`src/rtl/layer_pkg.sv`:
```
// Shared types and constants for the video layer priority controller:
// layer indices, the packed priority-order vector, the config FSM states
// and the permutation check used to validate new orders.
package layer_pkg;

  localparam int NUM_LAYERS = 4;
  localparam int LW         = 2;

  typedef logic [LW-1:0] layer_idx_t;

  // Slot i holds the layer drawn at priority i; slot 0 is the highest.
  // Packed so that slot i occupies bits i*LW +: LW of the flat vector.
  typedef layer_idx_t [NUM_LAYERS-1:0] prio_vec_t;

  typedef enum logic {
    IDLE    = 1'b0,
    PENDING = 1'b1
  } cfg_state_t;

  localparam layer_idx_t LAYER_BALL     = 2'd0;
  localparam layer_idx_t LAYER_FLIPPER  = 2'd1;
  localparam layer_idx_t LAYER_SCORE    = 2'd2;
  localparam layer_idx_t LAYER_OBSTACLE = 2'd3;

  localparam prio_vec_t IDENTITY_PRIO =
    {LAYER_OBSTACLE, LAYER_SCORE, LAYER_FLIPPER, LAYER_BALL};

  // An order is legal only if every layer appears exactly once. With
  // NUM_LAYERS slots, that holds exactly when every layer is seen.
  function automatic logic is_permutation(input prio_vec_t p);
    logic [NUM_LAYERS-1:0] seen;
    seen = '0;
    for (int i = 0; i < NUM_LAYERS; i++) begin
      seen[p[i]] = 1'b1;
    end
    return &seen;
  endfunction

endpackage

```
`src/rtl/layer_prio_select.sv`:
```
// Combinational priority encoder: walks the active order from the highest
// slot and reports the first layer that wants to draw and is not masked.
module layer_prio_select
  import layer_pkg::*;
(
  input  logic [NUM_LAYERS*LW-1:0] order,
  input  logic [NUM_LAYERS-1:0]    draw_req,
  input  logic [NUM_LAYERS-1:0]    mask,
  output logic [LW-1:0]            winner,
  output logic                     hit
);

  prio_vec_t ord;
  assign ord = order;

  // Scan lowest priority first so the highest-priority eligible slot
  // overwrites the result last.
  always_comb begin
    winner = '0;
    hit    = 1'b0;
    for (int i = NUM_LAYERS - 1; i >= 0; i--) begin
      if (draw_req[ord[i]] && !mask[ord[i]]) begin
        winner = ord[i];
        hit    = 1'b1;
      end
    end
  end

endmodule

```
`src/rtl/layer_priority_ctrl.sv`:
```
// Frame-synchronous layer priority controller. Game logic requests a new
// draw order; the order is validated, held in a shadow register and only
// copied to the active order at start of frame, so a frame never mixes
// orders. Every pixel the active order, draw flags and blink mask pick a
// winning layer, registered for the object mux select.
//
// Config handshake: cfg_req is a single-cycle request sampled only while
// cfg_busy is low. The response comes the next cycle: either cfg_busy rises
// (accepted, waiting for start of frame) or cfg_err pulses for one cycle
// (rejected). An accepted request ends with a one-cycle cfg_ack in the
// cycle after the committing start_of_frame, together with cfg_busy falling.
module layer_priority_ctrl
  import layer_pkg::*;
#(
  parameter int BLINK_FRAMES = 16
) (
  input  logic                     clk,
  input  logic                     reset,
  input  logic                     start_of_frame,
  input  logic                     cfg_req,
  input  logic [NUM_LAYERS*LW-1:0] cfg_prio,
  output logic                     cfg_busy,
  output logic                     cfg_ack,
  output logic                     cfg_err,
  input  logic [NUM_LAYERS-1:0]    blink_en,
  input  logic [NUM_LAYERS-1:0]    draw_req,
  output logic                     sel_valid,
  output logic [LW-1:0]            sel_layer,
  output logic                     blink_phase,
  output logic                     dbg_state
);

  localparam int CW = (BLINK_FRAMES > 1) ? $clog2(BLINK_FRAMES) : 1;
  localparam logic [CW-1:0] CNT_LAST = CW'(BLINK_FRAMES - 1);

  cfg_state_t state, state_next;
  prio_vec_t  active, shadow, req_prio;
  logic       load_shadow, commit, reject;

  logic [CW-1:0]         frame_cnt;
  logic [NUM_LAYERS-1:0] mask;
  logic [LW-1:0]         win_layer;
  logic                  win_hit;

  assign req_prio  = cfg_prio;
  assign cfg_busy  = (state == PENDING);
  assign dbg_state = state;

  // Next-state logic: validate requests in IDLE, commit on frame start in
  // PENDING. A request arriving with start_of_frame in IDLE is only latched;
  // the commit waits for the following frame start.
  always_comb begin
    state_next  = state;
    load_shadow = 1'b0;
    commit      = 1'b0;
    reject      = 1'b0;
    case (state)
      IDLE: begin
        if (cfg_req) begin
          if (is_permutation(req_prio)) begin
            load_shadow = 1'b1;
            state_next  = PENDING;
          end else begin
            reject = 1'b1;
          end
        end
      end
      PENDING: begin
        if (start_of_frame) begin
          commit     = 1'b1;
          state_next = IDLE;
        end
      end
      default: state_next = IDLE;
    endcase
  end

  // FSM state register.
  always_ff @(posedge clk) begin
    if (reset) begin
      state <= IDLE;
    end else begin
      state <= state_next;
    end
  end

  // Shadow/active order registers and the one-cycle ack/err pulses.
  always_ff @(posedge clk) begin
    if (reset) begin
      shadow  <= IDENTITY_PRIO;
      active  <= IDENTITY_PRIO;
      cfg_ack <= 1'b0;
      cfg_err <= 1'b0;
    end else begin
      if (load_shadow) shadow <= req_prio;
      if (commit)      active <= shadow;
      cfg_ack <= commit;
      cfg_err <= reject;
    end
  end

  // Frame counter; blink phase flips each time the counter wraps.
  always_ff @(posedge clk) begin
    if (reset) begin
      frame_cnt   <= '0;
      blink_phase <= 1'b0;
    end else if (start_of_frame) begin
      if (frame_cnt == CNT_LAST) begin
        frame_cnt   <= '0;
        blink_phase <= ~blink_phase;
      end else begin
        frame_cnt <= frame_cnt + 1'b1;
      end
    end
  end

  assign mask = blink_en & {NUM_LAYERS{blink_phase}};

  layer_prio_select u_select (
    .order    (active),
    .draw_req (draw_req),
    .mask     (mask),
    .winner   (win_layer),
    .hit      (win_hit)
  );

  // Register the per-pixel winner for the mux select.
  always_ff @(posedge clk) begin
    if (reset) begin
      sel_valid <= 1'b0;
      sel_layer <= '0;
    end else begin
      sel_valid <= win_hit;
      sel_layer <= win_layer;
    end
  end

endmodule
```
`config.mk`:
```
export PLATFORM = sky130hd
export DESIGN_NAME = layer_priority_ctrl
export DESIGN_NICKNAME = d
export VERILOG_FILES = /design/src/rtl/layer_pkg.sv /design/src/rtl/layer_prio_select.sv /design/src/rtl/layer_priority_ctrl.sv
export SDC_FILE = /design/constraint.sdc
export NUM_CORES = 1
export LEC_CHECK = 0
export CORE_MARGIN = 4
export CORE_UTILIZATION = 58
export CTS_BUF_LIST = sky130_fd_sc_hd__clkbuf_4 sky130_fd_sc_hd__clkbuf_8
export DETAILED_ROUTE_END_ITERATION = 6
export PLACE_DENSITY_LB_ADDON = 0.05
export RECOVER_POWER = 25
export SYNTH_ARGS = -nofsm -noshare
export SYNTH_HDL_FRONTEND = slang
export SYNTH_SLANG_ARGS = --single-unit
```
`constraint.sdc`:
```
create_clock -name clk -period 4.3 [get_ports clk]
set_clock_uncertainty 0.15 [all_clocks]
set_input_delay 0.43 -clock clk [delete_from_list [all_inputs] [get_ports clk]]
set_output_delay 0.43 -clock clk [all_outputs]
set_load 0.05 [all_outputs]
```
**Word-level counts from Yosys, hierarchy flattened**

Cells that the tools add are included.

- Add/sub/neg operators: 1
- Multipliers: 0
- Divide/modulo/power cells: 0
- $lt $le $gt $ge: 12
- Equality and inequality tests: 1
- Shifts and indexed selects: 0
- Mux-type cells: 41
- Bitwise gates (word level): 7
- Reductions and logical operators: 15

Operators by type and width:

| cell | count |
|---|---|
| less-than comparator 2 x 3 -> 1 bit (second input constant) | 8 |
| two-way mux 1 bit | 23 |
| binary-select mux 1 bit (select 2 bit) | 8 |
| bitwise OR 4 bit | 3 |
| demux 1 bit (select 2 bit) | 4 |
| >= comparator 2 x 1 -> 1 bit (second input constant) | 4 |
| logical AND 1 bit | 8 |
| two-way mux 2 bit | 4 |
| adder 4 x 1 -> 4 bit (second input constant) | 1 |
| AND 4 bit | 1 |
| equality test 4 bit (second input constant) | 1 |
| logical NOT 1 bit | 4 |
| two-way mux 4 bit | 1 |
| AND reduction 4 bit | 1 |
| inverter 1 bit | 3 |
| OR reduction 3 bit | 1 |
| case mux 1 bit (2 select lines) | 1 |
| AND reduction 2 bit | 1 |

- Flip-flop bits (word level): 27
- Bits in latches: 0
- Memory bits (writable): 0
- ROM bits: 0
- Word-level logic and storage cells: 92
- Memories kept: 0

**Depth between registers and ports, before layout**

- Depth in word-level cells: 11
- Gate-level depth with buffers: 6

**Hierarchy**

A second synthesis with hierarchy kept.

- Cell total of the unflattened synthesis: 171
- Area total of the unflattened synthesis: 1555.2 sq um

By module, submodules not included:

| module | times used | cells each | area each (sq um) | seq. area each (sq um) |
|---|---|---|---|---|
| layer_priority_ctrl | 1 | 135 | 1202.4 | 540.5 |
| layer_prio_select | 1 | 36 | 352.8 | 0.0 |

**Worst setup path after synthesis**

Ideal clock, no wire load.

- Path kind: reg2reg
- From: register blink_phase
- To: register sel_layer[0]
- Library setup time: 0.066 ns
- Arrival: 2.019 ns
- Path slack: 2.065 ns
- Cell stages (with the launch flop): 6
- Path buffers: 0
- Cells stage by stage: dfxtp_1 -> a21boi_1 -> mux4_2 -> nand3b_4 -> a221o_1 -> a21oi_2

- Word-level cells in the longest chain between the ends: 9
- Elaborated cells between the ends (all ways): 21

Ends and longest elaborated chain:

| item | line | source |
|---|---|---|
| from (decl) | layer_priority_ctrl.sv:29 | `output logic blink_phase,` |
| from (signal assigned) | layer_priority_ctrl.sv:110 | `blink_phase <= ~blink_phase;` |
| AND 4 bit (*) | layer_priority_ctrl.sv:117 | `assign mask = blink_en & {NUM_LAYERS{blink_phase}};` |
| binary-select mux 1 bit (select 2 bit) | layer_prio_select.sv:22 | `if (draw_req[ord[i]] && !mask[ord[i]]) begin` |
| two-way mux 1 bit (implied by the code) | layer_prio_select.sv:22 |  |
| logical NOT 1 bit | layer_prio_select.sv:22 |  |
| logical AND 1 bit | layer_prio_select.sv:22 |  |
| two-way mux 2 bit (3 in a row) | layer_prio_select.sv:22 |  |
| two-way mux 2 bit (*) | layer_prio_select.sv:22 |  |
| to (signal assigned) | layer_priority_ctrl.sv:134 | `sel_layer <= win_layer;` |
| to (decl) | layer_priority_ctrl.sv:28 | `output logic [LW-1:0] sel_layer,` |

Mark *: on every way between the ends. The rest lies on a longest branch, timed or not. The select of a mux whose other input is x is not followed.
A chain may end at the register's enable or synchronous reset.

**Final worst setup path**

- From: register state (netlist: cfg_busy)
- To: output port dbg_state

RTL lines:

| item | line | source |
|---|---|---|
| from (decl) | layer_priority_ctrl.sv:36 | `cfg_state_t state, state_next;` |
| from (signal assigned) | layer_priority_ctrl.sv:83 | `state <= state_next;` |
| to (decl) | layer_priority_ctrl.sv:30 | `output logic dbg_state` |

No word-level cell between the ends.

==> qor.csv <==
stage,metric,value,unit
layout,final instance area,0.00179,sq mm
pwr,Leak,0.683,nW
layout,"commonest non-fill, non-tap cell in the layout",dfxtp_1,
synthesis,Synth Area in Compound Gates,15.8,%
grt,largest net degree at the start of global routing,36,
pwr,Worst VDD drop,0.000240,V
place,Buffers on Ports,27,
synthesis,synthesized instance count,166,
worst_setup_path,WP data arrival,1780,ps
layout,Area Overhead vs Synth,19.8,%
grt,met1 usage,25.3,%
sta,final setup violation count,0,
layout,most frequent cells in the layout,"dfxtp_1 (27), clkdlybuf4s50_1 (25), nor2_1 (18), nand2_1 (17), nand2b_1 (16)",
route,Routed Antenna Nets,0,
worst_setup_path,Crit Path Max Fanout,13,
layout,Final nets,212,
layout,Util after Layout,72.2,%
hold_path,Hold/Removal Path Class,register to register,
floorplan,DIE WIDTH,58.8,um
floorplan,core area,0.00248,sq mm
cts,"Reg clk slew, reported paths",130,ps
synthesis,Main synth FF type,dfxtp_1,
place,hpwl dp,2.35,mm
floorplan,I/O pin total,28,
place,Final GP Congestion,0.816,
layout,Finished Layout Cells,220,
synthesis,Yosys reg bits,27,
synthesis,mapped cell area,0.00149,sq mm
synthesis,Synth Area in Simple Gates,25.3,%
cts,Clock Sinks,27,
route,1st-pass router iterations,4,
layout,filler cell count,218,
flow_run,total of max-cap violations,0,
sta,Tightest Pin Transition,1090,ps
worst_setup_path,CP Buf/Inv Count,1,
route,drt total wl,3.06,mm
grt,met2 Use GR,32.2,%
sta,setup TNS,0,ps
status,outcome,"finished, final reports clean",
worst_setup_path,Worst path max stage delay,880,ps
pwr,Reg power frac,55.3,%
floorplan,Initial Util,60.3,%
layout,share of layout cells above drive strength 1,7.37,%
synthesis,number of synthesized flops with an enable pin,0,
worst_setup_path,crit path to,dbg_state,
pwr,power density over cell area,272,mW/mm^2
cts,CTS tree,built,
route,DRC,0,
synthesis,Yosys cell types,40,
cts,CTS buffer count,3,
cts,post-CTS resize count,0,
worst_setup_path,reg2reg start,blink_phase$_SDFFE_PP0P_,
floorplan,Die Ht,58.8,um
pwr,Net Sw Power,0.131,mW
floorplan,row cnt,18,
synthesis,post-synthesis xor/xnor area fraction,1.17,%
floorplan,Die ar.,0.00345,sq mm
synthesis,post-synthesis sequential area ratio,36.2,%
sta,unrepaired setup endpoints after global routing,no,
sta,Tmin final,2360,ps
worst_setup_path,cells along the critical path,clkdlybuf4s50_1,
layout,# diodes,0,
grt,Most Crowded Layer GR,met2,
worst_setup_path,Critical Path Stages,1,
synthesis,"Avg Cell Area, Syn",9.00,sq um
route,Via Count,1274,
place,placed cell count,216,
worst_setup_path,Critical Path Source Type,register,
route,Detailed Route Iter0 Violations,56,
synthesis,main combinational cell family by area after synthesis,simple AND/OR/NAND/NOR gates,
grt,met3 Usage GRT,3.29,%
cts,Post-CTS Setup Inserts,0,
worst_setup_path,"slowest stage cell, crit path",clkdlybuf4s50_1,
grt,initial antenna violation count,0,
cts,htree depth,1,
worst_setup_path,Critical Path Sink Type,primary output,
sta,Hold Fails Final Rpt,0,
worst_setup_path,Setup CP Type,register to primary output,
grt,grt ovf,0,
worst_setup_path,Critical Path Start,cfg_busy$_SDFF_PP0_,
cts,clock latency on the worst-skew pair,320,ps
cts,hold buffers post-CTS,0,
cts,Max Root-Sink Buffers,2,
route,Avg WL per Cell,13.9,um
sta,Slew headroom,27.3,%
worst_setup_path,R2R depth,5,
sta,max-slew violation count,0,
worst_setup_path,Critical Path RT,3720,ps
grt,first-pass GRT wire length,5.16,mm
worst_setup_path,Worst R2R Setup Slack,2290,ps
synthesis,number of synthesis warnings,0,
route,vias per cell,5.79,
sta,hold slack,326,ps
synthesis,"Net Count, Synth",187,
synthesis,proportion of synthesized area in mux cells,16.8,%
place,DP Area,0.00176,sq mm
pwr,Logic pwr share,21.7,%
grt,Total GRT Usage,19.3,%
pwr,fraction of power spent switching nets,26.9,%
sta,f_max,423,MHz
synthesis,Async SR Flop Fraction,0,%
worst_setup_path,FF-to-FF End,sel_layer[0]$_SDFF_PP0_,
grt,vias in the first global route,1179,
pwr,Clk network pwr share,23.0,%
worst_setup_path,"CP delay by family, top",buffers and inverters,
sta,"Period Utilization, post-route",54.9,%
cts,clk root buf,clkbuf_4,
pwr,Cell Int Power,0.356,mW
synthesis,Adder-Cell Fraction of Synth Area,0.838,%
## worst min path at each step
stage                            from                endpoint  slack [ps]  cells after the start
2_1_floorplan  shadow[1]$_SDFFE_PP0P_  active[1]$_SDFFE_PP0P_         290                      2
3_3_place_gp   shadow[1]$_SDFFE_PP0P_  active[1]$_SDFFE_PP0P_         300                      2
3_5_place_dp   shadow[3]$_SDFFE_PP0P_  active[3]$_SDFFE_PP0P_         310                      2
4_1_cts        shadow[1]$_SDFFE_PP0P_  active[1]$_SDFFE_PP0P_         330                      2
5_1_grt        shadow[3]$_SDFFE_PP0P_  active[3]$_SDFFE_PP0P_         350                      2
6_report       shadow[1]$_SDFFE_PP0P_  active[1]$_SDFFE_PP0P_         330                      2
## final cells by class
| cell class | count | area (sq um) | area share, % |
|---|---|---|---|
| Multi-Input combinational cell | 129 | 896 | 50.1 |
| Timing Repair Buffer | 28 | 278 | 15.5 |
| Inverter | 2 | 7.51 | 0.420 |
| Clock buffer | 4 | 30.0 | 1.68 |
| Tap cell | 30 | 37.5 | 2.10 |
| Sequential cell | 27 | 541 | 30.2 |
## power groups by stage
| stage | logic, mW | registers, mW | clock network, mW |
|---|---|---|---|
| floorplan | 0.0609 | 0.283 | 0 |
| global placement | 0.103 | 0.274 | 0 |
| detailed placement | 0.106 | 0.275 | 0 |
| CTS | 0.106 | 0.270 | 0.118 |
| global route | 0.115 | 0.271 | 0.132 |
| finish | 0.106 | 0.270 | 0.112 |
## worst reg2reg max path, stage by stage (launching register included)
cell      delay (ps)
dfxtp_1          460
a21boi_1         220
mux4_2           520
nand3b_4         160
a221o_1          310
a21oi_2          120
## registers in the layout, summed over array words and instances, names as in the netlist
register	cells
cfg_err	1
blink_phase	1
cfg_busy	1
sel_layer	2
active	8
cfg_ack	1
frame_cnt	4
sel_valid	1
shadow	8
## through the flow
step / setup slack (ps) / power, mW
final: 1940 / 0.487
after global routing: 1860 / 0.518
after CTS: 1920 / 0.494
after detailed placement: 1830 / 0.381
after global placement: 1940 / 0.377
after floorplan: 2070 / 0.344
## cell usage after synthesis (2+ instances only)
cell type / instances / area, sq um
a211o_1: 4 / 35.0
buf_6: 2 / 22.5
xor2_1: 2 / 17.5
a311oi_1: 3 / 26.3
nor2b_1: 3 / 18.8
mux2_2: 5 / 56.3
nand3_1: 8 / 40.0
a21oi_1: 8 / 40.0
inv_1: 2 / 7.51
nand2b_1: 16 / 100
o21ai_0: 2 / 10.0
nand2_1: 17 / 63.8
dfxtp_1: 27 / 541
a22oi_1: 2 / 15.0
mux4_1: 2 / 52.6
and3_1: 4 / 25.0
clkbuf_1: 4 / 15.0
mux2i_1: 12 / 120
nor3_1: 2 / 10.0
a21boi_1: 4 / 30.0
nor2_1: 18 / 67.6
## routing by layer
metal / up-vias / routed length, um / share of wire (%)
li1: 644 / - / -
met1: 596 / 1400 / 46
met2: 32 / 1460 / 48
met3: 2 / 171 / 5.6
met4: 0 / 21 / 0.69
met5: - / 0 / 0
## cells by family (layout without fill, tap and decap cells)
family | after synthesis | count (layout)
multiplexers | 20 | 20
AND/OR/NAND/NOR | 74 | 74
flip-flops | 27 | 27
adder cells (fa/ha/maj) | 1 | 1
buffers and inverters | 10 | 34
XOR/XNOR | 2 | 2
AO/OA/AOI/OAI | 32 | 32
No activity file was read; power rests on OpenSTA's default activity.
